===== config.mk =====
export PLATFORM = sky130hd
export DESIGN_NAME = mem_bus_arbiter
export DESIGN_NICKNAME = d
export VERILOG_FILES = /design/src/rtl/mem_bus_arbiter.sv
export SDC_FILE = /design/constraint.sdc
export NUM_CORES = 1
export LEC_CHECK = 0
export CAP_MARGIN = 25
export CELL_PAD_IN_SITES_DETAIL_PLACEMENT = 0
export CELL_PAD_IN_SITES_GLOBAL_PLACEMENT = 2
export CORE_MARGIN = 2
export CORE_UTILIZATION = 24
export CTS_CLUSTER_DIAMETER = 40
export DETAILED_ROUTE_END_ITERATION = 8
export PLACE_DENSITY = 0.87
export SYNTH_ARGS = -nofsm -noshare
export SYNTH_HDL_FRONTEND = slang
export SYNTH_SLANG_ARGS = --single-unit

===== constraint.sdc =====
create_clock -name clk -period 5.8 [get_ports clk]
set_input_delay 1.16 -clock clk [delete_from_list [all_inputs] [get_ports clk]]
set_output_delay 1.16 -clock clk [all_outputs]
set_load 0.02 [all_outputs]

===== src/rtl/mem_bus_arbiter.sv =====
// Two-master round-robin arbiter and sequencer for the shared memory port.
// Holds the strobe until ready, pulses completion, aborts on timeout.
module mem_bus_arbiter #(
    parameter int WORD_ADDR_WIDTH = 30,
    parameter int WORD_DATA_WIDTH = 32,
    parameter int TIMEOUT_CYCLES  = 16,
    parameter int TMO_CNT_WIDTH   = 5
) (
    input  logic                       clk,
    input  logic                       reset,
    input  logic                       m0_req_i,
    input  logic [WORD_ADDR_WIDTH-1:0] m0_addr_i,
    input  logic                       m0_rw_i,
    input  logic [WORD_DATA_WIDTH-1:0] m0_wr_data_i,
    input  logic                       m1_req_i,
    input  logic [WORD_ADDR_WIDTH-1:0] m1_addr_i,
    input  logic                       m1_rw_i,
    input  logic [WORD_DATA_WIDTH-1:0] m1_wr_data_i,
    output logic                       m0_grant_o,
    output logic                       m1_grant_o,
    output logic                       m0_rdy_o,
    output logic                       m1_rdy_o,
    output logic [WORD_DATA_WIDTH-1:0] m0_rd_data_o,
    output logic [WORD_DATA_WIDTH-1:0] m1_rd_data_o,
    output logic                       m0_err_o,
    output logic                       m1_err_o,
    output logic                       mem_addrs_o,
    output logic [WORD_ADDR_WIDTH-1:0] mem_addr_o,
    output logic                       mem_rw_o,
    output logic [WORD_DATA_WIDTH-1:0] mem_wr_data_o,
    input  logic [WORD_DATA_WIDTH-1:0] mem_rd_data_i,
    input  logic                       mem_rdy_i
);

    typedef enum logic [1:0] {
        IDLE = 2'd0,
        BUSY = 2'd1,
        DONE = 2'd2
    } state_t;

    state_t                     state_q;
    logic                       owner_q;
    logic                       last_q;
    logic [TMO_CNT_WIDTH-1:0]   cnt_q;
    logic [1:0]                 gnt_q;
    logic [1:0]                 rdy_q;
    logic [1:0]                 err_q;
    logic [WORD_DATA_WIDTH-1:0] rd0_q;
    logic [WORD_DATA_WIDTH-1:0] rd1_q;
    logic                       addrs_q;
    logic [WORD_ADDR_WIDTH-1:0] addr_q;
    logic                       rw_q;
    logic [WORD_DATA_WIDTH-1:0] wd_q;
    logic                       owner_d;
    logic                       timeout_d;

    // On a tie the master that did not win last time gets the bus.
    always_comb begin
        owner_d = m1_req_i;
        if (m0_req_i && m1_req_i) begin
            owner_d = ~last_q;
        end
    end

    assign timeout_d = (cnt_q == TMO_CNT_WIDTH'(TIMEOUT_CYCLES - 1));

    always_ff @(posedge clk) begin
        if (reset) begin
            state_q <= IDLE;
            owner_q <= 1'b0;
            last_q  <= 1'b1;
            cnt_q   <= '0;
            gnt_q   <= '0;
            rdy_q   <= '0;
            err_q   <= '0;
            rd0_q   <= '0;
            rd1_q   <= '0;
            addrs_q <= 1'b0;
            addr_q  <= '0;
            rw_q    <= 1'b0;
            wd_q    <= '0;
        end else begin
            unique case (state_q)
                IDLE: begin
                    if (m0_req_i || m1_req_i) begin
                        state_q <= BUSY;
                        owner_q <= owner_d;
                        last_q  <= owner_d;
                        cnt_q   <= '0;
                        gnt_q   <= {owner_d, ~owner_d};
                        addrs_q <= 1'b1;
                        addr_q  <= owner_d ? m1_addr_i : m0_addr_i;
                        rw_q    <= owner_d ? m1_rw_i : m0_rw_i;
                        wd_q    <= owner_d ? m1_wr_data_i : m0_wr_data_i;
                    end
                end
                BUSY: begin
                    if (mem_rdy_i) begin
                        if (owner_q) rd1_q <= mem_rd_data_i;
                        else         rd0_q <= mem_rd_data_i;
                        rdy_q[owner_q] <= 1'b1;
                        err_q[owner_q] <= 1'b0;
                        addrs_q        <= 1'b0;
                        state_q        <= DONE;
                    end else if (timeout_d) begin
                        if (owner_q) rd1_q <= '0;
                        else         rd0_q <= '0;
                        rdy_q[owner_q] <= 1'b1;
                        err_q[owner_q] <= 1'b1;
                        addrs_q        <= 1'b0;
                        state_q        <= DONE;
                    end else begin
                        cnt_q <= cnt_q + TMO_CNT_WIDTH'(1);
                    end
                end
                DONE: begin
                    state_q <= IDLE;
                    gnt_q   <= '0;
                    rdy_q   <= '0;
                    err_q   <= '0;
                    rd0_q   <= '0;
                    rd1_q   <= '0;
                end
                default: state_q <= IDLE;
            endcase
        end
    end

    assign m0_grant_o    = gnt_q[0];
    assign m1_grant_o    = gnt_q[1];
    assign m0_rdy_o      = rdy_q[0];
    assign m1_rdy_o      = rdy_q[1];
    assign m0_err_o      = err_q[0];
    assign m1_err_o      = err_q[1];
    assign m0_rd_data_o  = rd0_q;
    assign m1_rd_data_o  = rd1_q;
    assign mem_addrs_o   = addrs_q;
    assign mem_addr_o    = addr_q;
    assign mem_rw_o      = rw_q;
    assign mem_wr_data_o = wd_q;

endmodule


==> results.ini, run 1 <==
[worst_hold_path]
worstHoldEndpoint=rdy_q[1]
hold_depth=2
hold_path_class=register to register
min-delay-start=rdy_q[1]

[worst_setup_path]
cp.required_ns=6.06
ff2ff_setup_slack_ns=3.45
worstReg2RegEnd=err_q[1]
crit_path_start=m0_req_i
cp-end-kind=register
cp_slowest_cell=nor2_4
path_class=primary input to register
start_kind=primary input
path_max_fanout=39
path_cells=clkdlybuf4s50_1 > nor2_1 > nor2_4 > buf_4 > a311oi_1
max_stage_delay_ns=0.61
regToRegStartpoint=state_q[0]
crit_arrival_ns=3.22
r2r_cells=4

[synthesis]
synth_edf_count=0
syn_nets=898
ys_types=35
seq_area_frac_synth=0.467
postSynthAreaPerCell_um2=8.37
postSynthCellCount=733
syn_area_um2=6130
ys_warn_count=0
async_flop_share=0
synth_area_leaders=dfxtp_1 (47%), a21oi_1 (9.7%), a311oi_1 (9.3%), nand2_1 (7.9%), o31ai_1 (5.8%)
synth_top_area_cell=dfxtp_1
ys_ff_latch=143
synthFlopType=dfxtp_1
synth_top_cell_area_share=0.467

[grt]
antenna_found_initial=0
grt_pass1_wl_mm=37.0
use_met1=0.212
grt_pass1_vias=6473
grtUsageMet3=0.0717
grt_busiest_layer=met2
grt-ovfl-total=0
grtUsageMet2=0.289
grt_max_degree=73
grt_use_total=0.177

[cts]
post_cts_buffers=0
cts_tree=built
holdBufCountCts=0
cts_resized=0
numCtsBuffers=17
cts_htree_levels=4
clk_latency_ns=0.42
cts-root-buf=clkbuf_16
clkTransAtPathRegs_ns=0.06
clock_path_buffers=2
cts.sinks=143

[power]
cellPowerDensity_nw_per_um2=289
swShare=0.302
power.leakage_nw=3.52
peakVddDrop_mv=0.166
p_clk_frac=0.401
p_comb_frac=0.217
intPower_mw=2.00
switchingPower_mw=0.868
p_seq_frac=0.382

[die]
die_x_um=164
die_y_um=164
start_util=0.244
die_area_um2=26900
rows=58
coreArea_um2=25100
ioPinCount=297

[finish]
diodes=0
multi_input_area_um2=2950
final_layout_size_suffix_gt1_frac=0.0620
nets=1136
regArea_um2=2860
utilization=0.396
num-fill-cells=2596
syn_to_final_growth_pct=62.1

[timing]
fin_crit_ns=2.96
clock_skew_ns=0.0119
worst_pin_slew_ns=1.04
slew_headroom=0.308
tns_ns=0
rsz0062_at_grt=false
fmax_mhz=338
setup_viol_count_final=0
hold_viol=0
drv_slew=0
fin_crit_sh=0.510

[route]
drt_iter0_markers=636
routedWlPerCell_um=18.6
ant_nets=0
drc=0
drt_wl_total_mm=24.4
via_per_inst=5.04
vias=6621
first_pass_iters=7

[run]
maxCapViolCount=0

[place]
routabilityCongestion=0.816
dpl.hpwl_mm=16.6
port_buffers=296

[outcome]
run_status=complete, no violations

==> final cells by class <==
cell class                 instances  area share
tap                              330      0.0415
multi-input combinational        494       0.296
timing repair buffer             310       0.311
clock inverter                    14      0.0169
inverter                           5     0.00189
sequential                       143       0.288
clock buffer                      18      0.0442
==> routing by layer <==
metal | share of wire | up-vias
met5 | 0 | -
met4 | 0.021 | 0
met3 | 0.097 | 27
met2 | 0.47 | 255
met1 | 0.41 | 3115
li1 | - | 3224
==> state kept, by name, summed over array words and instances (netlist names) <==
name	cells
m0_rd_data_o	32
cnt_q	5
mem_addrs_o	1
mem_wr_data_o	32
owner_q	1
rdy_q	2
err_q	2
gnt_q	2
mem_rw_o	1
last_q	1
state_q	2
mem_addr_o	30
m1_rd_data_o	32
==> cell usage in the layout (no fill, tap or decap), types with 6 or more instances in the layout <==
master	count
a21oi_1	119
a311oi_1	65
buf_4	11
clkbuf_16	17
clkdlybuf4s50_1	294
dfxtp_1	142
inv_6	6
mux2i_1	17
nand2_1	128
nand3_1	21
nand4_1	56
o21ai_0	6
o31ai_1	47
==> kinds of logic (layout without fill, tap and decap cells) <==
| logic type | Yosys count | after routing | synth area share |
|---|---|---|---|
| muxes | 17 | 17 | 0.0277 |
| DFF | 143 | 143 | 0.467 |
| buffers and inverters | 96 | 347 | 0.0606 |
| AOI/OAI and AO/OA | 250 | 250 | 0.269 |
| and+or+nand+nor | 225 | 225 | 0.172 |
| adders and majority gates | 2 | 2 | 0.00408 |
==> power by group through the flow <==
stage / registers, mW / logic (mW) / clock network [mW]
global placement: 1.12 / 0.617 / 0
finish: 1.10 / 0.624 / 1.15
global route: 1.10 / 0.672 / 1.23
floorplan: 1.19 / 0.228 / 0
detailed placement: 1.12 / 0.619 / 0
CTS: 1.10 / 0.621 / 1.19
==> Yosys cell counts, types with 2 or more instances <==
master,n
dfxtp_1,143
nand2_1,129
a21oi_1,119
clkbuf_1,70
a311oi_1,65
nand4_1,56
o31ai_1,47
nand3_1,21
mux2i_1,17
buf_1,12
buf_2,9
o21ai_0,6
inv_1,4
nor2_1,4
a31oi_1,3
or3_1,3
ha_1,2
nand2b_1,2
nor3_1,2
o211ai_1,2
o21ai_1,2
or2_1,2
==> how the worst max path moves through the flow <==
stage,end
after floorplan,cnt_q[3]
after global placement,mem_addr_o[22]
after detailed placement,mem_addr_o[7]
after CTS,mem_addr_o[22]
after global routing,mem_addr_o[20]
final,mem_addr_o[7]
==> metrics by stage <==
step | cell area [um2] | worst slack [ns] | instances | hold WS, ns | power (mW)
4_1_cts | 9900 | 2.71 | 1312 | 0.449 | 2.91
3_3_place_gp | 9280 | 2.33 | 1279 | 0.434 | 1.74
2_1_floorplan | 6130 | 3.33 | 733 | 0.467 | 1.41
3_5_place_dp | 9300 | 2.26 | 1280 | 0.438 | 1.74
6_report | 9940 | 2.84 | 1314 | 0.448 | 2.87
5_1_grt | 9940 | 2.65 | 1314 | 0.462 | 3.00
==> critical path, delay by kind of cell <==
family / cells / cell delay, ns
and+or+nand+nor: 2 / 0.77
buffers and inverters: 2 / 1.11
AOI/OAI and AO/OA: 1 / 0.15
Note: power is estimated with default switching activity, not from simulation.
==> run 2: changes to the inputs <==
--- a/config.mk
+++ b/config.mk
@@ -9,10 +9,10 @@
 export CELL_PAD_IN_SITES_DETAIL_PLACEMENT = 0
 export CELL_PAD_IN_SITES_GLOBAL_PLACEMENT = 2
 export CORE_MARGIN = 2
-export CORE_UTILIZATION = 24
+export CORE_UTILIZATION = 20
 export CTS_CLUSTER_DIAMETER = 40
 export DETAILED_ROUTE_END_ITERATION = 8
-export PLACE_DENSITY = 0.87
+export PLACE_DENSITY = 0.78
 export SYNTH_ARGS = -nofsm -noshare
 export SYNTH_HDL_FRONTEND = slang
 export SYNTH_SLANG_ARGS = --single-unit
==> constraint.sdc (replaced) <==
create_clock -name clk -period 2.4 [get_ports clk]
set_input_delay 0.48 -clock clk [delete_from_list [all_inputs] [get_ports clk]]
set_output_delay 0.48 -clock clk [all_outputs]
set_load 0.02 [all_outputs]
==> results.ini, run 2 (same netlist as run 1, synthesis figures left out) <==
[outcome]
run_status=complete, no violations  ; unchanged

[place]
numPlacedInstances=1353  ; was 1280
dpl.hpwl_mm=16.1  ; was 16.6 mm
routabilityCongestion=0.753  ; was 0.816
port_buffers=296  ; unchanged

[timing]
slew_headroom=0.421  ; was 0.308
hold_viol=0  ; unchanged
fin_crit_ns=2.10
clock_skew_ns=0.0175  ; was 0.0119 ns
worst_pin_slew_ns=0.869  ; was 1.04 ns
setup_viol_count_final=0  ; unchanged
fmax_mhz=476
tns_ns=0  ; unchanged
fin_hold_ws_ns=0.461  ; was 0.448 ns
fin_crit_sh=0.876
drv_slew=0  ; unchanged
rsz0062_at_grt=false  ; unchanged

[power]
cellPowerDensity_nw_per_um2=672  ; was 289 nW/um2
peakVddDrop_mv=0.389  ; was 0.166 mV
fin_total_pwr_mw=6.76  ; was 2.87 mW
power.leakage_nw=3.53  ; was 3.52 nW

[die]
start_util=0.202  ; was 0.244
ioPinCount=297  ; unchanged
die_y_um=179  ; was 164 um
die_x_um=179  ; was 164 um
coreArea_um2=30400  ; was 25100 um2
die_area_um2=32100  ; was 26900 um2
rows=64  ; was 58

[cts]
cts_tree=built  ; unchanged
clock_path_buffers=2  ; unchanged
cts_htree_levels=4  ; unchanged
clk_latency_ns=0.43  ; was 0.42 ns
cts-root-buf=clkbuf_16  ; unchanged
clkTransAtPathRegs_ns=0.06  ; about the same
post_cts_buffers=0  ; unchanged
numCtsBuffers=17  ; unchanged
holdBufCountCts=0  ; unchanged
cts.sinks=143  ; unchanged
cts_resized=0  ; unchanged

[route]
drt_wl_total_mm=24.8  ; was 24.4 mm
drc=0  ; unchanged
ant_nets=0  ; unchanged
first_pass_iters=4  ; was 7
routedWlPerCell_um=17.9  ; was 18.6 um
drt_iter0_markers=345  ; was 636
vias=6685  ; was 6621
via_per_inst=4.83  ; was 5.04

[grt]
antenna_found_initial=0  ; unchanged
grt_pass1_vias=6480  ; was 6473
grt-ovfl-total=0  ; unchanged
grt_max_degree=73  ; unchanged
grt_use_total=0.150  ; was 0.177
grt_pass1_wl_mm=37.4  ; was 37.0 mm

[worst_setup_path]
cp_slowest_cell=or4b_4  ; was nor2_4
cp-end-kind=register  ; unchanged
path_cells=ha_1 > and3_1 > ha_1 > or4b_4 > or3_1 > a211oi_2  ; was clkdlybuf4s50_1 > nor2_1 > nor2_4 > buf_4 > a311oi_1
path_depth=6  ; was 5
path_max_fanout=6  ; was 39
start_kind=register  ; was primary input
crit_arrival_ns=2.44  ; was 3.22 ns
r2r_cells=6  ; was 4
path_class=register to register  ; was primary input to register
max_stage_delay_ns=0.52  ; was 0.61 ns
worst-path-buf-inv=0  ; was 2
cp.required_ns=2.74  ; was 6.06 ns
crit_path_frequent_cell=ha_1
critPathTopFamily=simple AND/OR/NAND/NOR gates  ; was buffers and inverters

[finish]
nets=1141  ; was 1136
utilization=0.331  ; was 0.396
syn_to_final_growth_pct=64.0  ; was 62.1%
final_common_cell=clkdlybuf4s50_1  ; unchanged
final_cell_count_no_fill=1385  ; was 1314
final_layout_size_suffix_gt1_frac=0.0667  ; was 0.0620
diodes=0  ; unchanged
final_cell_mix=clkdlybuf4s50_1 (294), dfxtp_1 (142), nand2_1 (128), a21oi_1 (119), a311oi_1 (65)  ; unchanged

[worst_hold_path]
hold_depth=2  ; unchanged
hold_path_class=register to register  ; unchanged

[run]
maxCapViolCount=0  ; unchanged

[run 2: changes by cell type in the layout (fill, tap and decap cells not counted), sizes merged]
cell	before	now
buf	16	21
clkinv	2	5
bufinv	2	0
clkbuf	18	17
clkinvlp	1	2
inv	14	13
[run 2: through the flow]
| step | setup slack [ns] | instance area, um2 |
|---|---|---|
| 6_report | 0.299 | 10100 |
| 5_1_grt | 0.204 | 10100 |
| 4_1_cts | 0.290 | 10100 |
| 3_5_place_dp | 0.298 | 9510 |
| 3_3_place_gp | 0.290 | 9510 |
| 2_1_floorplan | 0.321 | 6130 |
[run 2: worst reg2reg max path: stages, from the launching register on]
cell      delay [ns]
dfxtp_1         0.33
ha_1            0.22
and3_1          0.18
ha_1            0.18
or4b_4          0.52
or3_1           0.38
a211oi_2        0.20
[run 2: final timing paths]
kind / slack [ns] / end / from
worst max-delay path: 0.30 / cnt_q[3] / cnt_q[0]
worst max register to register: 0.30 / cnt_q[3] / cnt_q[0]
worst min register to register: 0.46 / rdy_q[0] / rdy_q[0]
worst min-delay path: 0.46 / rdy_q[0] / rdy_q[0]
[run 2: power by group]
| group | switching (mW) | internal (mW) | total (mW) |
|---|---|---|---|
| clock | 1.22 | 1.36 | 2.58 |
| combinational | 0.826 | 0.720 | 1.55 |
| sequential | 0.0979 | 2.54 | 2.64 |
| total | 2.14 | 4.62 | 6.76 |
[run 2: layout make-up]
type	instances	area [um2]
Clock buffer	17	425
Inverter	5	18.8
Clock inverter	15	126
Sequential cell	143	2860
Multi-Input combinational cell	494	2950
Fill cell	3209	20400
Timing Repair Buffer	315	3180
Tap cell	396	495
[run 2: routing by layer]
layer  global-route usage  wire length (um)  vias up
li1                     -                 -     3224
met1                0.193             11000     3184
met2                0.233             11100      251
met3               0.0568              2310       26
met4               0.0464               452        0
met5                    0                 0        -
